<file path="config.mk">
export PLATFORM = sky130hd
export DESIGN_NAME = board_renderer
export DESIGN_NICKNAME = d
export VERILOG_FILES = /design/src/rtl/board_renderer_pkg.sv /design/src/rtl/board_renderer_frame_flasher.sv /design/src/rtl/board_renderer.sv
export SDC_FILE = /design/constraint.sdc
export NUM_CORES = 1
export LEC_CHECK = 0
export CAP_MARGIN = 20
export CORE_MARGIN = 2
export CORE_UTILIZATION = 35
export CTS_CLUSTER_SIZE = 40
export DETAILED_ROUTE_END_ITERATION = 12
export PLACE_DENSITY = 0.68
export SETUP_SLACK_MARGIN = 0.5
export SYNTH_ARGS = -nofsm -noshare
export SYNTH_HDL_FRONTEND = slang
export SYNTH_SLANG_ARGS = --single-unit
</file>
<file path="constraint.sdc">
create_clock -name Clk -period 6.2 [get_ports Clk]
set_clock_uncertainty 0.2 [all_clocks]
set_input_delay 1.24 -clock Clk [delete_from_list [all_inputs] [get_ports Clk]]
set_output_delay 1.24 -clock Clk [all_outputs]
set_load 0.005 [all_outputs]
</file>
<file path="src/rtl/board_renderer_pkg.sv">
// rtl/board_renderer_pkg.sv - Board geometry, cell colours and render region types.
package board_renderer_pkg;

  typedef enum logic [2:0] {
    EMPTY, CYAN, YELLOW, PURPLE, GREEN, RED, BLUE, ORANGE
  } block_color;

  localparam int BOARD_COLS = 10;
  localparam int BOARD_ROWS = 20;

  typedef enum logic [1:0] {OUT, BORDER, INTERIOR} render_region_t;

  // Indexed by block_color; highest index first in the concatenation.
  localparam logic [7:0][23:0] PALETTE = {
    24'hFFA500, 24'h0000FF, 24'hFF0000, 24'h00FF00,
    24'h800080, 24'hFFFF00, 24'h00FFFF, 24'h000000
  };

  function automatic logic [23:0] bevel(input logic [23:0] rgb);
    return {1'b0, rgb[23:17], 1'b0, rgb[15:9], 1'b0, rgb[7:1]};
  endfunction

endpackage

</file>
<file path="src/rtl/board_renderer_frame_flasher.sv">
// rtl/board_renderer_frame_flasher.sv - Counts vsync falling edges and toggles the blink phase.
module board_renderer_frame_flasher #(
  parameter int FLASH_FRAMES = 8
) (
  input  logic Clk,
  input  logic Reset,
  input  logic vs_n,
  output logic phase
);

  localparam int CW = (FLASH_FRAMES > 1) ? $clog2(FLASH_FRAMES) : 1;

  logic          vs_prev_q;
  logic [CW-1:0] count_q, count_d;
  logic          phase_q, phase_d;
  logic          tick;

  assign tick  = vs_prev_q & ~vs_n;
  assign phase = phase_q;

  always_comb begin
    count_d = count_q;
    phase_d = phase_q;
    if (tick) begin
      if (count_q == CW'(FLASH_FRAMES - 1)) begin
        count_d = '0;
        phase_d = ~phase_q;
      end else begin
        count_d = count_q + CW'(1);
      end
    end
  end

  always_ff @(posedge Clk) begin
    if (Reset) begin
      vs_prev_q <= 1'b1;
      count_q   <= '0;
      phase_q   <= 1'b0;
    end else begin
      vs_prev_q <= vs_n;
      count_q   <= count_d;
      phase_q   <= phase_d;
    end
  end

endmodule

</file>
<file path="src/rtl/board_renderer.sv">
// rtl/board_renderer.sv - Maps the VGA raster onto board cells and produces RGB two cycles later.
module board_renderer
  import board_renderer_pkg::*;
#(
  parameter int X0           = 240,
  parameter int Y0           = 80,
  parameter int CELL_LOG2    = 4,
  parameter int BORDER_PX    = 4,
  parameter int FLASH_FRAMES = 8
) (
  input  logic        Clk,
  input  logic        Reset,
  input  logic [9:0]  DrawX,
  input  logic [9:0]  DrawY,
  input  logic        blank_n,
  input  logic        hs_n,
  input  logic        vs_n,
  input  logic [19:0] flash_rows,
  input  block_color  current_pixel,
  output logic [4:0]  x_coord,
  output logic [4:0]  y_coord,
  output logic [7:0]  Red,
  output logic [7:0]  Green,
  output logic [7:0]  Blue,
  output logic        hs_out_n,
  output logic        vs_out_n,
  output logic        blank_out_n,
  output logic        in_board
);

  localparam logic signed [10:0] X0_S = 11'(X0);
  localparam logic signed [10:0] Y0_S = 11'(Y0);
  localparam logic signed [10:0] W_S  = 11'(BOARD_COLS << CELL_LOG2);
  localparam logic signed [10:0] H_S  = 11'(BOARD_ROWS << CELL_LOG2);
  localparam logic signed [10:0] B_S  = 11'(BORDER_PX);

  logic signed [10:0] dx, dy;
  logic               interior, border_box, cell_edge_d, flash_d;
  logic [4:0]         x_d, y_d;
  render_region_t     region_d;

  logic [4:0]     x_q, y_q;
  render_region_t region_q;
  logic           edge_q, flash_q, blank_q, hs_q, vs_q;

  logic [23:0] rgb_d, rgb_q;
  logic        hs2_q, vs2_q, blank2_q;
  logic        phase;

  assign dx = $signed({1'b0, DrawX}) - X0_S;
  assign dy = $signed({1'b0, DrawY}) - Y0_S;

  assign interior   = (dx >= 11'sd0) && (dx < W_S) && (dy >= 11'sd0) && (dy < H_S);
  assign border_box = (dx >= -B_S) && (dx < W_S + B_S) && (dy >= -B_S) && (dy < H_S + B_S);

  // Addresses clamp to cell (0,0) outside the interior so the store never sees an illegal index.
  assign x_d         = interior ? dx[CELL_LOG2 +: 5] : 5'd0;
  assign y_d         = interior ? dy[CELL_LOG2 +: 5] : 5'd0;
  assign cell_edge_d = interior && ((dx[CELL_LOG2-1:0] == '0) || (dy[CELL_LOG2-1:0] == '0));
  assign flash_d     = flash_rows[y_d];
  assign region_d    = interior ? INTERIOR : (border_box ? BORDER : OUT);

  board_renderer_frame_flasher #(
    .FLASH_FRAMES(FLASH_FRAMES)
  ) u_flash (
    .Clk  (Clk),
    .Reset(Reset),
    .vs_n (vs_n),
    .phase(phase)
  );

  always_ff @(posedge Clk) begin
    if (Reset) begin
      x_q      <= '0;
      y_q      <= '0;
      region_q <= OUT;
      edge_q   <= 1'b0;
      flash_q  <= 1'b0;
      blank_q  <= 1'b0;
      hs_q     <= 1'b1;
      vs_q     <= 1'b1;
    end else begin
      x_q      <= x_d;
      y_q      <= y_d;
      region_q <= region_d;
      edge_q   <= cell_edge_d;
      flash_q  <= flash_d;
      blank_q  <= blank_n;
      hs_q     <= hs_n;
      vs_q     <= vs_n;
    end
  end

  // current_pixel already reflects x_q/y_q, so colour select happens in the same cycle.
  always_comb begin
    rgb_d = 24'h000000;
    if (blank_q) begin
      case (region_q)
        BORDER:   rgb_d = 24'h808080;
        INTERIOR: begin
          if (flash_q && phase)
            rgb_d = 24'hFFFFFF;
          else if (current_pixel == EMPTY)
            rgb_d = edge_q ? 24'h202020 : 24'h000000;
          else
            rgb_d = edge_q ? bevel(PALETTE[current_pixel]) : PALETTE[current_pixel];
        end
        default:  rgb_d = 24'h000000;
      endcase
    end
  end

  always_ff @(posedge Clk) begin
    if (Reset) begin
      rgb_q    <= '0;
      hs2_q    <= 1'b1;
      vs2_q    <= 1'b1;
      blank2_q <= 1'b0;
    end else begin
      rgb_q    <= rgb_d;
      hs2_q    <= hs_q;
      vs2_q    <= vs_q;
      blank2_q <= blank_q;
    end
  end

  assign x_coord     = x_q;
  assign y_coord     = y_q;
  assign in_board    = (region_q == INTERIOR);
  assign Red         = rgb_q[23:16];
  assign Green       = rgb_q[15:8];
  assign Blue        = rgb_q[7:0];
  assign hs_out_n    = hs2_q;
  assign vs_out_n    = vs2_q;
  assign blank_out_n = blank2_q;

endmodule
</file>
=== Yosys cells after proc, flatten, opt, wreduce, memory -nomap -nowiden ===
Memory sizes are Yosys's and may differ from the RTL's.
Index checks and enable logic that the tools add are counted.

* Register bits after elaboration: 48
* ROM bits: 192
* Input bits: 48
* Output and inout port bits: 38
* Word-level logic and storage cells: 65
* Memories kept: 1

{| class="wikitable"
|+ Memories
! name !! words !! width !! rd ports !! clocked after memory_dff !! write ports !! RTL line !! RTL
|-
| (name not given) || 8 || 24 || 1 || 0 || 0 || board_renderer.sv:106 || <nowiki>rgb_d = edge_q ? bevel(PALETTE[current_pixel]) : PALETTE[current_pixel];</nowiki>
|}

* $add $sub $neg: 3
* Magnitude comparators: 10
* Eq/ne operators: 3
* Mux-type cells: 12
* Bitwise gates (word level): 5
* Reduce and logical (&&, ||, !) cells: 16

{| class="wikitable"
|+ Operators with widths
! operator !! count
|-
| 24-bit two-way mux || 4
|-
| 24-bit case mux with 2 select lines || 1
|-
| 11-bit by 1-bit >= comparator with 1-bit output (second input constant) || 2
|-
| 11-bit by 3-bit >= comparator with 1-bit output (second input constant) || 2
|-
| 11-bit by 10-bit less-than comparator with 1-bit output (second input constant) || 2
|-
| 11-bit by 9-bit less-than comparator with 1-bit output (second input constant) || 2
|-
| 22-bit two-way mux || 1
|-
| 10-bit by 7-bit subtractor with 11-bit output (second input constant) || 1
|-
| 10-bit by 8-bit subtractor with 11-bit output (second input constant) || 1
|-
| 1-bit logical AND || 8
|-
| 4-bit logical NOT || 2
|-
| 5-bit by 6-bit less-than comparator with 1-bit output (second input constant) || 1
|-
| 2-bit OR reduction || 3
|-
| 1-bit binary-select mux with 5-bit select || 1
|-
| 5-bit two-way mux || 1
|-
| 3-bit by 4-bit less-than comparator with 1-bit output (second input constant) || 1
|-
| 1-bit inverter || 4
|-
| 3-bit by 1-bit adder with 3-bit output (second input constant) || 1
|-
| 3-bit equality test (second input constant) || 1
|-
| 3-bit logical NOT || 1
|-
| 3-bit two-way mux || 1
|-
| 2-bit by 1-bit equality test with 1-bit output (second input constant) || 1
|-
| 2-bit equality test (second input constant) || 1
|-
| 1-bit two-way mux || 2
|-
| 4 further kinds || 4
|}

=== Logic depth before layout (Yosys ltp) ===
* Depth in word-level cells: 8
* Gate-level depth with buffers: 10
* Gate-level depth less buffers: 8

=== Modules after synthesis ===
From an unflattened synthesis, not the netlist that was laid out.

* Cell total of the unflattened synthesis: 229
* Area total of the unflattened synthesis: 2083.2 um^2

{| class="wikitable"
|+ By module, submodules not included
! module !! instances !! cells each !! area an instance (um^2) !! sequential area each (um^2)
|-
| board_renderer || 1 || 210 || 1873.0 || 660.6
|-
| board_renderer_frame_flasher || 1 || 19 || 210.2 || 100.1
|}

=== Worst setup path before layout ===
No wires, ideal clock.

* Path type: input -> register
* Start point: input DrawY[4]
* End point: register flash_q
* Setup time: 117 ps
* Arrival: 2884 ps
* Required time: 5883 ps
* Setup slack: 2999 ps
* Stages: 10
* Path buffers: 2
* Cells stage by stage: buf_6 > inv_2 > ha_1 > buf_2 > mux4_2 > nand2_1 > and4_1 > a211oi_1 > mux2_4 > a22o_1

* Longest elaborated chain between the ends: 7
* Elaborated cells between the ends (all ways): 8
* Those cells by class: add/sub: 1; order compare: 2; mux: 3; reduce/logical: 2

{| class="wikitable"
|+ Ends and longest elaborated chain
! item !! RTL line !! RTL
|-
| start, declared || board_renderer.sv:14 || <nowiki>input logic [9:0] DrawY,</nowiki>
|-
| 10-bit by 7-bit subtractor with 11-bit output * || board_renderer.sv:51 || <nowiki>assign dy = $signed({1'b0, DrawY}) - Y0_S;</nowiki>
|-
| 11-bit by 1-bit >= comparator with 1-bit output || board_renderer.sv:53 || <nowiki>assign interior = (dx >= 11'sd0) && (dx < W_S) && (dy >= 11'sd0) && (dy < H_S);</nowiki>
|-
| 1-bit logical AND (2 in a row) || board_renderer.sv:53 ||
|-
| 5-bit two-way mux * || board_renderer.sv:58 || <nowiki>assign y_d = interior ? dy[CELL_LOG2 +: 5] : 5'd0;</nowiki>
|-
| 1-bit binary-select mux with 5-bit select * || board_renderer.sv:60 || <nowiki>assign flash_d = flash_rows[y_d];</nowiki>
|-
| 1-bit two-way mux (implied by the code) * || board_renderer.sv:60 ||
|-
| end signal, assigned || board_renderer.sv:87 || <nowiki>flash_q <= flash_d;</nowiki>
|-
| end, declared || board_renderer.sv:44 || <nowiki>logic edge_q, flash_q, blank_q, hs_q, vs_q;</nowiki>
|}

Mark *: on every way between the ends. The rest lies on a longest branch, timed or not. The select of a mux whose other input is x is not followed.
A chain may end at the register's enable or synchronous reset.

=== Worst setup path after layout ===
Ends and elaborated chain as after synthesis.

==> results.md <==
- Worst-path clk slew: 0.07 ns
- Grt total ovfl: 0
- Nets: 362
- Max Fclk: 241 MHz
- Setup Total Neg Slack: 0 ns
- Number of global-route vias before repair: 1747
- Worst-skew pair later-pin latency: 0.28 ns
- Unique masters post-synth: 50
- DRT Wirelength: 4260 µm
- Final setup margin: 2.05 ns
- Worst-path cell chain: clkdlybuf4s50_1, inv_2, ha_1, nor2b_1, o21ai_0, a31oi_4, o2111ai_1, nor3_1, a22o_1
- Fin crit share: 0.669
- Tmin final: 4.15 ns
- Clk Tree Root Cell: clkbuf_8
- Via/cell ratio: 4.81
- Max incr delay on CP: 0.84 ns
- Die X: 79.9 µm
- First-pass GRT wire length: 7190 µm
- Seq cells post-synth: 37
- I/O pin total: 86
- Dpl hpwl: 3540 µm
- Final setup vio count: 0
- Num CTS Buffers: 5
- First-pass DRT Iterations: 4
- Slew headroom: 0.420
- Post-Syn Nets: 288
- MaxCap Viol Count: 0
- Initial DRC Count: 24
- WP data required: 6.18 ns
- Worst-Margin Slew: 0.869 ns
- Final hold violations: 0
- GPL Wtd Cong: 0.816
- Flip-flop and latch area: 741 µm²
- Syn_area_per_cell: 8.76 µm²
- Yosys top cell area share: 0.367
- Num rows: 27
- Placement Setup Slack: 1.72 ns
- Max Slew Vio Count: 0
- Area grow syn2layout: 47.4%
- Seq/Total Area, Yosys: 0.367
- Ranking of synthesized cells by area: dfxtp_1, ha_1, a21oi_1
- Routed Antenna Nets: 0
- Antenna violations before repair: 0
- CP Class: in -> reg
- Post-synth top area cell: dfxtp_1
- Final antenna diode count: 0
- Largest net degree at the start of global routing: 15
- Critical path capture point type: register
- Count leader, synth: dfxtp_1
- Die height: 79.9 µm
- Ys flop type: dfxtp_1
- Filler instances: 535
- EDFF count, synth: 0
- WL/cell: 11.3 µm
- Max clock buf depth: 2
- Post-synth top cells: dfxtp_1, nand2_1, nor2_1
- Via count: 1815
- # DRC: 0
- Slowest CP cell: clkdlybuf4s50_1
- CTS Sinks: 37
- Share of layout cells above drive strength 1: 0.0918
- CTS tree: done
- Leak pwr: 1.12 nW
- Cells after Synth: 230
- VDD IR max: 102 µV
- Crit start category: input pin
- Multi-input gate area: 0.00111 mm²
- Post-CTS sizing: 0
- Cts hold-fix bufs: 0
- Cell Area, Synth: 0.00202 mm²
- Post-synth ARST share: 0
- Synth warn: 0
- CTS H-tree depth: 2
- Die Area: 0.00638 mm²
- Worst min-delay path class: reg -> reg
- RSZ-0062 raised after global routing: false
- Post-CTS setup buffers: 0
- Input/output buffers: 85
- Core area: 0.00554 mm²
- All-Layer GR Usage: 0.141
- Outcome: finished, final reports clean
- Initial Utilization: 0.364
- CP max FO: 14
- Critical path arrival: 4.12 ns
- Power Density: 197 mW/mm²
## power by group
group	internal, mW	switching (mW)	leakage, nW
Sequential	0.242	0.00177	0.301
Clock	0.160	0.0790	0.0681
Combinational	0.0573	0.0445	0.751
Total	0.459	0.125	1.12
## stage by stage
step	cell area [µm²]	hold WS [ns]	cells	util	total power, mW
3_5_place_dp	2840	0.199	369	0.512	0.352
2_1_floorplan	2020	0.189	230	-	0.304
6_report	2970	0.216	377	0.536	0.584
5_1_grt	2970	0.247	377	0.536	0.614
4_1_cts	2970	0.221	377	0.536	0.592
3_3_place_gp	2840	0.195	369	0.512	0.350
## kinds of logic (layout without fill, tap and decap cells)
kind of cell | count (synthesis) | in the layout | share of synthesized area
other | 1 | 1 | 0.00186
muxes | 10 | 10 | 0.0782
buffers and inverters | 30 | 105 | 0.0819
AOI/OAI and AO/OA | 50 | 50 | 0.163
and+or+nand+nor | 85 | 85 | 0.215
DFF | 37 | 37 | 0.367
xor gates and xnor gates | 7 | 7 | 0.0304
adders and majority gates | 10 | 10 | 0.0621
## final cells by class
| cell class | instances | share of cell area |
|---|---|---|
| timing repair buffer | 85 | 0.286 |
| tap | 72 | 0.0303 |
| sequential | 37 | 0.249 |
| clock inverter | 3 | 0.0219 |
| multi-input combinational | 163 | 0.374 |
| inverter | 12 | 0.0152 |
| clock buffer | 5 | 0.0232 |
## worst max-delay path: cells and delay by family
| kind | cells | cell delay [ns] |
|---|---|---|
| buffers and inverters | 2 | 0.92 |
| adder cells (fa/ha/maj) | 1 | 0.28 |
| AO/OA/AOI/OAI | 4 | 1.36 |
| AND/OR/NAND/NOR | 2 | 0.31 |
## registers in the layout, summed over array words and instances (netlist names)
name,count
rgb_q,13
x_coord,5
y_coord,5
u_flash.count_q,3
region_q,2
blank_out_n,1
blank_q,1
edge_q,1
flash_q,1
hs_out_n,1
hs_q,1
u_flash.phase,1
u_flash.vs_prev_q,1
vs_out_n,1
## worst paths after layout
| kind | startpoint | endpoint | slack, ns | cells after the start |
|---|---|---|---|---|
| max | DrawY[4] | flash_q$_SDFF_PP0_ | 2.05 | 9 |
| max reg2reg | region_q[0]$_SDFF_PP0_ | rgb_q[21]$_SDFF_PP0_ | 4.64 | 4 |
| min reg2reg | hs_q$_SDFF_PP1_ | hs_out_n$_SDFF_PP1_ | 0.22 | 1 |
| min | hs_q$_SDFF_PP1_ | hs_out_n$_SDFF_PP1_ | 0.22 | 1 |
## layout by cell type (no fill, tap or decap), types with 4 or more instances in the layout
master / n
a21oi_1: 20
a31oi_1: 4
clkbuf_8: 5
clkdlybuf4s50_1: 85
dfxtp_1: 37
ha_1: 10
inv_1: 11
mux4_2: 4
nand2_1: 24
nand2b_1: 5
nand3_1: 5
nor2_1: 21
nor2b_1: 5
nor3_1: 4
o21ai_0: 11
or2_2: 5
xor2_1: 4
## routing by layer
layer,routed length [µm],vias up,track usage,part of all wire
met4,64,0,0.0525,0.015
met3,366,6,0.0441,0.086
met5,0,-,0,0
met1,1750,805,0.153,0.41
li1,-,931,-,-
met2,2080,73,0.255,0.49
Note: power is estimated with default switching activity, not from simulation.
